<file path="config.mk">
export PLATFORM = sky130hd
export DESIGN_NAME = psum_mem_arbiter
export DESIGN_NICKNAME = d
export VERILOG_FILES = /design/src/rtl/psum_mem_arbiter.sv
export SDC_FILE = /design/constraint.sdc
export NUM_CORES = 1
export LEC_CHECK = 0
export BUFFER_PORTS_ARGS = -buffer_cell sky130_fd_sc_hd__buf_2
export CORE_AREA = 2 2 105 107
export DETAILED_ROUTE_END_ITERATION = 16
export DIE_AREA = 0 0 107 109
export PLACE_DENSITY = 0.65
export SETUP_SLACK_MARGIN = 0.1
export SLEW_MARGIN = 5
export SYNTH_ARGS = -nofsm -noshare
export SYNTH_HDL_FRONTEND = slang
export SYNTH_SLANG_ARGS = --single-unit
export TNS_END_PERCENT = 50
</file>
<file path="constraint.sdc">
create_clock -name clk -period 1.6 [get_ports clk]
set_clock_uncertainty 0.15 [all_clocks]
set_input_delay 0 -clock clk [delete_from_list [all_inputs] [get_ports clk]]
set_output_delay 0 -clock clk [all_outputs]
set_load 0.03 [all_outputs]
</file>
<file path="src/rtl/psum_mem_arbiter.sv">
`default_nettype none
//============================================================================
// Module      : psum_mem_arbiter
// Description : Shares one single-port partial-sum SRAM among three
//               requesters: accumulator writeback (WB, writes), accumulator
//               readback (RB, reads) and host output drain (DR, reads).
//               WB has fixed priority over the readers. RB and DR are
//               round-robined between themselves. A per-reader starvation
//               guard lets a reader that has been blocked for MAX_WAIT
//               consecutive cycles override WB. Read data returns exactly
//               one cycle after the grant to the reader that was granted.
// Revision    : 1.0 - initial release
//----------------------------------------------------------------------------
// Ports
//   clk, rst_in            clock, synchronous active-high reset
//   wb_valid/ready/addr/data       writeback request channel
//   rb_valid/ready/addr            readback request channel
//   rb_rvalid/rb_rdata             readback return (1-cycle latency)
//   dr_valid/ready/addr            drain request channel
//   dr_rvalid/dr_rdata             drain return (1-cycle latency)
//   mem_en/we/addr/wdata/rdata     single-port psum SRAM interface
//   conflict_cnt           saturating count of contended cycles
//   busy                   request pending or read data still to return
//============================================================================
module psum_mem_arbiter #(
    parameter int ADDR_W   = 20,
    parameter int DATA_W   = 32,
    parameter int MAX_WAIT = 4     // legal range 1..15
) (
    input  logic              clk,
    input  logic              rst_in,

    // Accumulator writeback
    input  logic              wb_valid,
    output logic              wb_ready,
    input  logic [ADDR_W-1:0] wb_addr,
    input  logic [DATA_W-1:0] wb_data,

    // Accumulator readback
    input  logic              rb_valid,
    output logic              rb_ready,
    input  logic [ADDR_W-1:0] rb_addr,
    output logic              rb_rvalid,
    output logic [DATA_W-1:0] rb_rdata,

    // Host output drain
    input  logic              dr_valid,
    output logic              dr_ready,
    input  logic [ADDR_W-1:0] dr_addr,
    output logic              dr_rvalid,
    output logic [DATA_W-1:0] dr_rdata,

    // Psum memory macro
    output logic              mem_en,
    output logic              mem_we,
    output logic [ADDR_W-1:0] mem_addr,
    output logic [DATA_W-1:0] mem_wdata,
    input  logic [DATA_W-1:0] mem_rdata,

    // Status
    output logic [15:0]       conflict_cnt,
    output logic              busy
);

    //------------------------------------------------------------------------
    // Constants
    //------------------------------------------------------------------------
    localparam logic        c_ptr_rb   = 1'b0;
    localparam logic        c_ptr_dr   = 1'b1;
    localparam logic [3:0]  c_max_wait = 4'(MAX_WAIT);
    localparam logic [3:0]  c_wait_sat = 4'hF;
    localparam logic [15:0] c_cnt_sat  = 16'hFFFF;

    // Tag bit positions: one-hot record of which reader owns the read in flight
    localparam int          c_tag_rb   = 0;
    localparam int          c_tag_dr   = 1;

    //------------------------------------------------------------------------
    // State
    //------------------------------------------------------------------------
    logic        r_rr_ptr_q;
    logic        w_rr_ptr_d;
    logic [3:0]  r_rb_wait_q;
    logic [3:0]  w_rb_wait_d;
    logic [3:0]  r_dr_wait_q;
    logic [3:0]  w_dr_wait_d;
    logic [1:0]  r_tag_q;
    logic [1:0]  w_tag_d;
    logic [15:0] r_conflict_q;
    logic [15:0] w_conflict_d;

    //------------------------------------------------------------------------
    // Combinational arbitration signals
    //------------------------------------------------------------------------
    logic        w_rb_starved;
    logic        w_dr_starved;
    logic        w_gnt_wb;
    logic        w_gnt_rb;
    logic        w_gnt_dr;
    logic        w_rr_prefers_rb;
    logic [1:0]  w_nvalid;
    logic        w_contended;

    assign w_rb_starved    = rb_valid && (r_rb_wait_q >= c_max_wait);
    assign w_dr_starved    = dr_valid && (r_dr_wait_q >= c_max_wait);
    assign w_rr_prefers_rb = (r_rr_ptr_q == c_ptr_rb);

    //------------------------------------------------------------------------
    // Grant selection. Order: starved reader(s), then WB, then the ordinary
    // round-robin among readers. Reset suppresses every grant so nothing
    // reaches the macro while the block is being cleared.
    //------------------------------------------------------------------------
    always_comb begin
        w_gnt_wb = 1'b0;
        w_gnt_rb = 1'b0;
        w_gnt_dr = 1'b0;

        if (!rst_in) begin
            if (w_rb_starved && w_dr_starved) begin
                // Both starved: round-robin pointer breaks the tie
                w_gnt_rb = w_rr_prefers_rb;
                w_gnt_dr = !w_rr_prefers_rb;
            end else if (w_rb_starved) begin
                w_gnt_rb = 1'b1;
            end else if (w_dr_starved) begin
                w_gnt_dr = 1'b1;
            end else if (wb_valid) begin
                w_gnt_wb = 1'b1;
            end else if (rb_valid && dr_valid) begin
                w_gnt_rb = w_rr_prefers_rb;
                w_gnt_dr = !w_rr_prefers_rb;
            end else begin
                // At most one reader valid: it wins regardless of the pointer
                w_gnt_rb = rb_valid;
                w_gnt_dr = dr_valid;
            end
        end
    end

    //------------------------------------------------------------------------
    // Next-state logic
    //------------------------------------------------------------------------
    assign w_nvalid    = {1'b0, wb_valid} + {1'b0, rb_valid} + {1'b0, dr_valid};
    assign w_contended = (w_nvalid >= 2'd2);

    always_comb begin
        // Round-robin pointer moves to the other reader after a reader grant;
        // WB grants and idle cycles leave it alone.
        w_rr_ptr_d = r_rr_ptr_q;
        if (w_gnt_rb) begin
            w_rr_ptr_d = c_ptr_dr;
        end else if (w_gnt_dr) begin
            w_rr_ptr_d = c_ptr_rb;
        end

        // Wait counters track consecutive blocked cycles of a live request.
        // Dropping valid abandons the request, so the count restarts.
        w_rb_wait_d = r_rb_wait_q;
        if (!rb_valid || w_gnt_rb) begin
            w_rb_wait_d = 4'd0;
        end else if (r_rb_wait_q != c_wait_sat) begin
            w_rb_wait_d = r_rb_wait_q + 4'd1;
        end

        w_dr_wait_d = r_dr_wait_q;
        if (!dr_valid || w_gnt_dr) begin
            w_dr_wait_d = 4'd0;
        end else if (r_dr_wait_q != c_wait_sat) begin
            w_dr_wait_d = r_dr_wait_q + 4'd1;
        end

        // Read tag: which reader the macro output belongs to next cycle
        w_tag_d           = 2'b00;
        w_tag_d[c_tag_rb] = w_gnt_rb;
        w_tag_d[c_tag_dr] = w_gnt_dr;

        w_conflict_d = r_conflict_q;
        if (w_contended && (r_conflict_q != c_cnt_sat)) begin
            w_conflict_d = r_conflict_q + 16'd1;
        end
    end

    //------------------------------------------------------------------------
    // Registers
    //------------------------------------------------------------------------
    always_ff @(posedge clk) begin
        if (rst_in) begin
            r_rr_ptr_q   <= c_ptr_rb;
            r_rb_wait_q  <= 4'd0;
            r_dr_wait_q  <= 4'd0;
            r_tag_q      <= 2'b00;
            r_conflict_q <= 16'd0;
        end else begin
            r_rr_ptr_q   <= w_rr_ptr_d;
            r_rb_wait_q  <= w_rb_wait_d;
            r_dr_wait_q  <= w_dr_wait_d;
            r_tag_q      <= w_tag_d;
            r_conflict_q <= w_conflict_d;
        end
    end

    //------------------------------------------------------------------------
    // Outputs
    //------------------------------------------------------------------------
    assign wb_ready  = w_gnt_wb;
    assign rb_ready  = w_gnt_rb;
    assign dr_ready  = w_gnt_dr;

    assign mem_en    = w_gnt_wb | w_gnt_rb | w_gnt_dr;
    assign mem_we    = w_gnt_wb;
    assign mem_addr  = w_gnt_rb ? rb_addr :
                       w_gnt_dr ? dr_addr :
                                  wb_addr;
    // Write data is a don't-care on reads, so it is always taken from WB
    assign mem_wdata = wb_data;

    // A read granted just before reset asserts is dropped: the tag register
    // still holds it during the reset cycle, so rvalid is masked by rst_in.
    assign rb_rvalid = r_tag_q[c_tag_rb] & ~rst_in;
    assign dr_rvalid = r_tag_q[c_tag_dr] & ~rst_in;
    assign rb_rdata  = mem_rdata;
    assign dr_rdata  = mem_rdata;

    assign conflict_cnt = r_conflict_q;
    assign busy         = wb_valid | rb_valid | dr_valid | ((|r_tag_q) & ~rst_in);

endmodule
`default_nettype wire

</file>
==> results of run 1 <==
critical path, cell delays in order (launching register included):
cell and delay [ps]:
dfxtp_2 340, or2_4 230, maj3_2 360, a21o_4 280, buf_12 180, a31oi_4 180, buf_6 160
metrics by stage:
stage | utilization | TNS, ps | setup WS (ps)
floorplan | - | -5160 | -160
global placement | 0.362 | -6540 | -308
detailed placement | 0.362 | -7940 | -311
CTS | 0.497 | -12390 | -532
global route | 0.515 | -16000 | -622
finish | 0.515 | -13060 | -567
logic make-up after synthesis:
| family | count (synthesis) | share of synthesized area |
|---|---|---|
| and+or+nand+nor | 74 | 0.156 |
| buffers and inverters | 131 | 0.305 |
| xor gates and xnor gates | 2 | 0.00607 |
| muxes | 4 | 0.0147 |
| adders and majority gates | 5 | 0.0212 |
| AOI/OAI and AO/OA | 125 | 0.309 |
| DFF | 27 | 0.187 |
area by class of cell:
cell class	instances	area share
clock buffers	4	0.00825
flip-flops and latches	27	0.104
multi-input cells	210	0.434
inverters	7	0.00573
repair buffers	269	0.416
diodes	1	0.000458
well taps	140	0.0321
what timing repair did:
action,CTS,global route
resized for setup,144,40
pin swaps,56,19
cloned,2,1
hold endpoints to repair,96,0
setup buffers,5,8
setup endpoints to repair,52,52
hold buffers,64,0
final timing paths:
kind	from	endpoint	slack, ps	cells after the start
worst max register to register	r_dr_wait_q[2]$_SDFFE_PP0P_	r_dr_wait_q[1]$_SDFFE_PP0P_	-160	9
worst max-delay path	r_dr_wait_q[2]$_SDFFE_PP0P_	mem_addr[15]	-570	6
worst min register to register	conflict_cnt[6]$_SDFFE_PP0P_	conflict_cnt[6]$_SDFFE_PP0P_	360	1
worst min-delay path	rst_in	conflict_cnt[13]$_SDFFE_PP0P_	10	3
routing by layer:
layer | vias up | share of wire
met5 | - | 0
met3 | 6 | 0.047
met4 | 0 | 0.0056
li1 | 1615 | -
met2 | 141 | 0.57
met1 | 1631 | 0.38
flip-flops by register name, indices dropped and copies added (netlist names):
register	flops
r_tag_q	2
r_rr_ptr_q	1
r_rb_wait_q	4
r_dr_wait_q	4
conflict_cnt	16
where the power goes:
group | internal [µW] | leakage, µW | switching (µW)
clock | 179 | 0.0000228 | 228
sequential | 685 | 0.000229 | 13.5
combinational | 595 | 0.00184 | 864
placed cells by master, fill, tap and decap left out, drive strengths merged, types with 2 or more instances in the layout:
master and count:
a31oi 22, nand2 7, and2 3, a311oi 2
dfxtp 27, nand3 10, nor3 11, and4 2
mux2i 2, mux2 2, ha 4, nand4 7
nor2 7, a2111oi 2, o31ai 24, a21oi 14
a211oi 23, or4 2, buf 205, o21ai 11
and3 2, nor2b 6, xnor2 2, nor4 2
dlygate4sd3 64, clkbuf 4, inv 7, o2111ai 21
or3 10, or3b 2, a21o 3
synth_stat cells (all sizes together):
cell type | number | area (µm²)
and2 | 3 | 18.8
nand3b | 1 | 7.51
nand4 | 7 | 58.8
mux2i | 2 | 20.0
nor2b | 6 | 37.5
nand2 | 7 | 26.3
nor3 | 11 | 55.1
mux2 | 2 | 22.5
clkbuf | 17 | 63.8
or3 | 10 | 62.6
a21oi | 14 | 70.1
nor4 | 2 | 27.5
inv | 7 | 26.3
buf | 107 | 791
a311oi | 2 | 17.5
a2111oi | 2 | 17.5
maj3 | 1 | 11.3
a211oi | 23 | 178
and4 | 2 | 17.5
xnor2 | 2 | 17.5
a31o | 1 | 8.76
o221a | 1 | 11.3
ha | 4 | 50.1
o21ai | 11 | 55.1
o2111ai | 21 | 184
and3 | 2 | 12.5
or3b | 2 | 17.5
nand3 | 10 | 50.1
a21o | 3 | 22.5
o2111a | 1 | 11.3
o31ai | 24 | 180
or4 | 2 | 15.0
a31oi | 22 | 138
nand2b | 1 | 6.26
nor2 | 7 | 28.8
or2 | 1 | 8.76
dfxtp | 27 | 541
==> summary.txt, run 1 <==
Run status
  • Status: finished, violations left
  • Failing checks: negative setup slack

Timing
  • Final Max Tran Viols: 0
  • # setup viols final: 41
  • WHS: 9.92 ps
  • Fmax: 0.462 GHz
  • Max-slew headroom: 0.555
  • Tcrit/Tclk final: 1.35
  • RSZ-0062 raised after global routing: true
  • Hold Vio Cnt, Final: 0
  • Fin crit period: 2170 ps
  • Worst slew pin tran: 666 ps
  • Final worst setup slack: -567 ps

Pwr
  • Peak supply drop: 0.000264 V
  • Pwr per Cell Area: 469 nW/µm²
  • Pleak: 0.00209 µW
  • Total power: 2560 µW

Final layout
  • Design area: 5460 µm²
  • Final net count: 651
  • Reg area: 569 µm²
  • Area delta synth->final: 89.3%
  • Fill cell count: 921
  • Layout cells sized above 1: 0.654
  • Area of the multi-input gates: 2370 µm²
  • Final std cells w/o fill: 658

CTS
  • TritonCTS clock tree: done
  • Worst-Skew Late Latency: 280 ps
  • Worst-path clk slew: 100 ps
  • H-tree depth: 1
  • CTS Root Cell: clkbuf_8
  • CTS Buffer Depth: 2
  • CTS Sinks: 27
  • Total CTS buffers: 3

Detailed routing
  • Drt pass-1 iters: 4
  • Routed WL: 11,000 µm
  • Antenna viol nets, final: 0
  • Vias per inst: 5.16
  • Post-DR wirelength/cell: 16.8 µm
  • Via count of the routed design: 3,393
  • Residual DRC: 0
  • Drt initial violations: 150

Worst setup path
  • Data required, critical path: 1450 ps
  • Crit. End Element: output pin
  • Worst Setup Start Kind: flop
  • Crit Path Max Fanout: 14
  • Crit path kind: flop to output pin
  • Critical Path AT: 2020 ps

Floorplan
  • Die Ht: 109 µm
  • IO Pins: 269
  • Die width: 107 µm
  • Initial Utilization: 0.272
  • Die area: 11,700 µm²
  • Core Area: 10,600 µm²
  • Row count: 38

GRT
  • GR peak layer: met2
  • GRT Total Usage: 0.179
  • Met3 usage: 0.0215
  • First-pass GRT wire length: 16,800 µm
  • Number of global-route vias before repair: 3,360
  • Met1 Track Usage GR: 0.210
  • Pin count of the biggest net entering global routing: 28
  • GRT Residual Overflow: 0
  • Initial antenna violation count: 1
  • Met2 Usage GRT: 0.344

Synth
  • Synthesized instance count: 368
  • Synthesis warning total: 0
  • Syn Nets: 501
  • Synthesized area: 2890 µm²
  • Post-synthesis sequential area ratio: 0.187
  • Syn Area/Cell: 7.84 µm²
  • Synth unique cells: 44
  • #FFs+latches synth: 27

Place
  • DP Area: 3830 µm²
  • DP HPWL: 7510 µm
  • I/O Buffers: 108
  • Final GP Congestion: 0.784
  • Placed Cells: 575

Run
  • Number of max-cap violations: 0

Hold path
  • Worst hold path class: primary input to flop
No activity file was read; power rests on OpenSTA's default activity.
==> inputs of run 2 (changes only) <==
ABC_AREA = 1   (was unset)
PLACE_DENSITY = 0.66   (was 0.65)
==> summary.txt, run 2 <==
Floorplan
  • Die Ht: 109 µm (unchanged)
  • Initial Utilization: 0.275 (+0.00283)
  • Die width: 107 µm (unchanged)
  • Die area: 11,700 µm² (unchanged)
  • Core Area: 10,600 µm² (unchanged)
  • IO Pins: 269 (unchanged)
  • Row count: 38 (unchanged)

GRT
  • Number of global-route vias before repair: 2,926 (-13%)
  • Pin count of the biggest net entering global routing: 21 (-25%)
  • GRT Residual Overflow: 0 (unchanged)
  • GRT Total Usage: 0.143 (-0.0355)
  • Initial antenna violation count: 0 (-1)
  • First-pass GRT wire length: 13,500 µm (-20%)

Pwr
  • Peak supply drop: 0.000268 V (+1.5%)
  • Pleak: 0.00211 µW (+0.94%)
  • Pwr per Cell Area: 527 nW/µm² (+12%)
  • Total power: 2280 µW (-11%)

Worst setup path
  • Flop-to-flop setup slack: -80 ps (+80 ps)
  • Crit path kind: flop to output pin
  • Worst-case reg-to-reg path depth: 11 (+2)
  • Worst reg2reg path endpoint: r_dr_wait_q[1]$_SDFFE_PP0P_
  • Crit path from: r_rb_wait_q[2]$_SDFFE_PP0P_
  • Data required, critical path: 1450 ps (about the same)
  • Worst Setup Start Kind: flop
  • Crit Path Max Fanout: 10 (-4)
  • Worst r2r src: r_rr_ptr_q$_SDFFE_PP0P_
  • Crit. End Element: output pin
  • Critical Path AT: 1710 ps (-310 ps)

Synth
  • Synthesis warning total: 0 (unchanged)
  • Most common cell in the netlist: nand2_1
  • Post-synth top cells: 113 x nand2_1, 100 x buf_4, 44 x inv_1
  • Synthesized area: 2920 µm² (+1.0%)
  • Synth area leader: buf_4
  • Post-synth EDFFs: 0 (unchanged)
  • Post-synth top area share: 0.257 (+0.00512)
  • Fraction of registers with async set/reset: 0 (unchanged)
  • Top_reg_cell synth: dfxtp_1
  • #FFs+latches synth: 27 (unchanged)
  • Top cells by area, synth: buf_4 26%, dfxtp_1 19%, nand2_1 15%, nand3_1 6.7%, inv_1 5.7%
  • Synth unique cells: 29 (-34%)
  • Synthesized instance count: 453 (+23%)
  • Post-synthesis sequential area ratio: 0.185 (-0.00193)
  • Syn Nets: 586 (+17%)
  • Syn Area/Cell: 6.44 µm² (-18%)

Timing
  • # setup viols final: 28 (-32%)
  • Fmax: 0.537 GHz (+16%)
  • Final worst setup slack: -261 ps (+306 ps)
  • RSZ-0062 raised after global routing: true
  • Worst slew pin tran: 614 ps (-51.4 ps)
  • Hold Vio Cnt, Final: 0 (unchanged)
  • Tcrit/Tclk final: 1.16 (-0.191)
  • Fin crit period: 1860 ps (-306 ps)
  • Final Max Tran Viols: 0 (unchanged)
  • Max-slew headroom: 0.589 (+0.0343)

Hold path
  • Worst hold path cell count: 3 (unchanged)
  • Hold_sp: rst_in
  • Min-Delay Endpoint: conflict_cnt[14]$_SDFFE_PP0P_
  • Worst hold path class: primary input to flop

Detailed routing
  • Post-DR wirelength/cell: 12.7 µm (-24%)
  • Routed WL: 8910 µm (-19%)
  • Drt pass-1 iters: 6 (+2)
  • Drt initial violations: 60 (-60%)
  • Via count of the routed design: 3,085 (-9.1%)
  • Vias per inst: 4.40 (-15%)
  • Antenna viol nets, final: 0 (unchanged)
  • Residual DRC: 0 (unchanged)

Place
  • DP HPWL: 5910 µm (-21%)
  • Placed Cells: 615 (+7.0%)
  • Final GP Congestion: 0.820 (+4.5%)
  • DP Area: 3060 µm² (-20%)
  • DP Worst Slack: -17.8 ps (+293 ps)
  • I/O Buffers: 108 (unchanged)

Final layout
  • Layout cells sized above 1: 0.415 (-0.238)
  • Final net count: 695 (+6.8%)
  • Area delta synth->final: 48.5%
  • Ant. Diodes: 0 (-1)
  • Largest register FFs: 16 (unchanged)
  • Commonest non-fill, non-tap cell in the layout: nand2_1
  • Most frequent cells in the layout: 97 x nand2_1, 83 x buf_2, 66 x dlygate4sd3_1, 43 x inv_1, 36 x nor2_1
  • Fill cell count: 1,079 (+17%)
  • Final std cells w/o fill: 701 (+6.5%)
  • Core Util, Final: 0.408 (-0.107)
  • Design area: 4330 µm² (-21%)

CTS
  • H-tree depth: 1 (unchanged)
  • Worst-Skew Late Latency: 280 ps (about the same)
  • Total CTS buffers: 3 (unchanged)
  • TritonCTS clock tree: done
  • CTS Root Cell: clkbuf_8
  • CTS Sinks: 27 (unchanged)
  • Worst-path clk slew: 100 ps (about the same)
  • CTS Buffer Depth: 2 (unchanged)

Run
  • Number of max-cap violations: 0 (unchanged)

Run status
  • Status: finished, violations left
  • Failing checks: negative setup slack
## run 2: cell types whose count changed after synthesis, moves of 15 or more
cell and delta:
a211oi_1 -22, a31oi_1 -22, clkbuf_1 -15, inv_1 +38
nand2_1 +106, nand3_1 +29, nand3b_1 +19, nor2_1 +33
o2111ai_1 -21, o31ai_1 -23
## run 2: layer usage
| layer | vias up | global-route usage | wire length, µm |
|---|---|---|---|
| met1 | 1374 | 0.163 | 3460 |
| met4 | 0 | 0.0408 | 158 |
| met3 | 14 | 0.0353 | 669 |
| met2 | 167 | 0.267 | 4620 |
| li1 | 1530 | - | - |
| met5 | - | 0 | 0 |
## run 2: worst max path at each step
stage                                               end  cells past startpoint
final                                       mem_addr[9]                      9
after global routing                        mem_addr[9]                      9
after floorplan           conflict_cnt[11]$_SDFFE_PP0P_                      9
after global placement                      mem_addr[4]                      9
after CTS                                   mem_addr[9]                      9
after detailed placement                    mem_addr[0]                      9
## run 2: power by group
part           leakage, µW  total, µW  internal [µW]  switching, µW
Clock            0.0000255        405            175            230
Sequential        0.000230        700            685           14.6
Combinational      0.00186       1180            460            719
## run 2: cell type report
| type | instances | area (µm²) | share of cell area |
|---|---|---|---|
| clock buffers | 3 | 41.3 | 0.00953 |
| repair inverters | 1 | 6.26 | 0.00144 |
| multi-input cells | 271 | 1570 | 0.363 |
| inverters | 46 | 180 | 0.0416 |
| flip-flops and latches | 27 | 574 | 0.133 |
| repair buffers | 212 | 1780 | 0.410 |
| well taps | 140 | 175 | 0.0405 |
| clock inverters | 1 | 5.00 | 0.00116 |
## run 2: repair_timing
item                                    4_1_cts  5_1_grt
hold endpoints to repair                    104        0
pin swaps                                    53       20
endpoints found under the setup margin       46       51
hold buffers                                 66        0
buffers inserted                             11        2
gates cloned                                  4        0
gates resized for setup                      89       28
## run 2: cell families after synthesis
kind of cell               after synthesis  share of synthesized area
AOI/OAI and AO/OA                       27                     0.0588
xor gates and xnor gates                 9                     0.0270
adders and majority gates                4                     0.0172
buffers and inverters                  156                      0.349
DFF                                     27                      0.185
muxes                                    1                    0.00386
and+or+nand+nor                        229                      0.359
## run 2: critical path, cell delays in order, from the launching register on
cell	delay [ps]
dfxtp_4	370
o21ai_4	190
nand3_2	110
nand2_4	150
buf_6	130
buf_16	120
nand3b_1	70
nand3_1	80
nand2_1	60
buf_6	140
## run 2: per-stage QoR
step | TNS, ps | hold WS [ps]
floorplan | 0 | -18.3
global placement | -7.93 | -150
detailed placement | -92.6 | -150
CTS | -4870 | 20.7
global route | -8520 | 25.7
finish | -5370 | 22.6
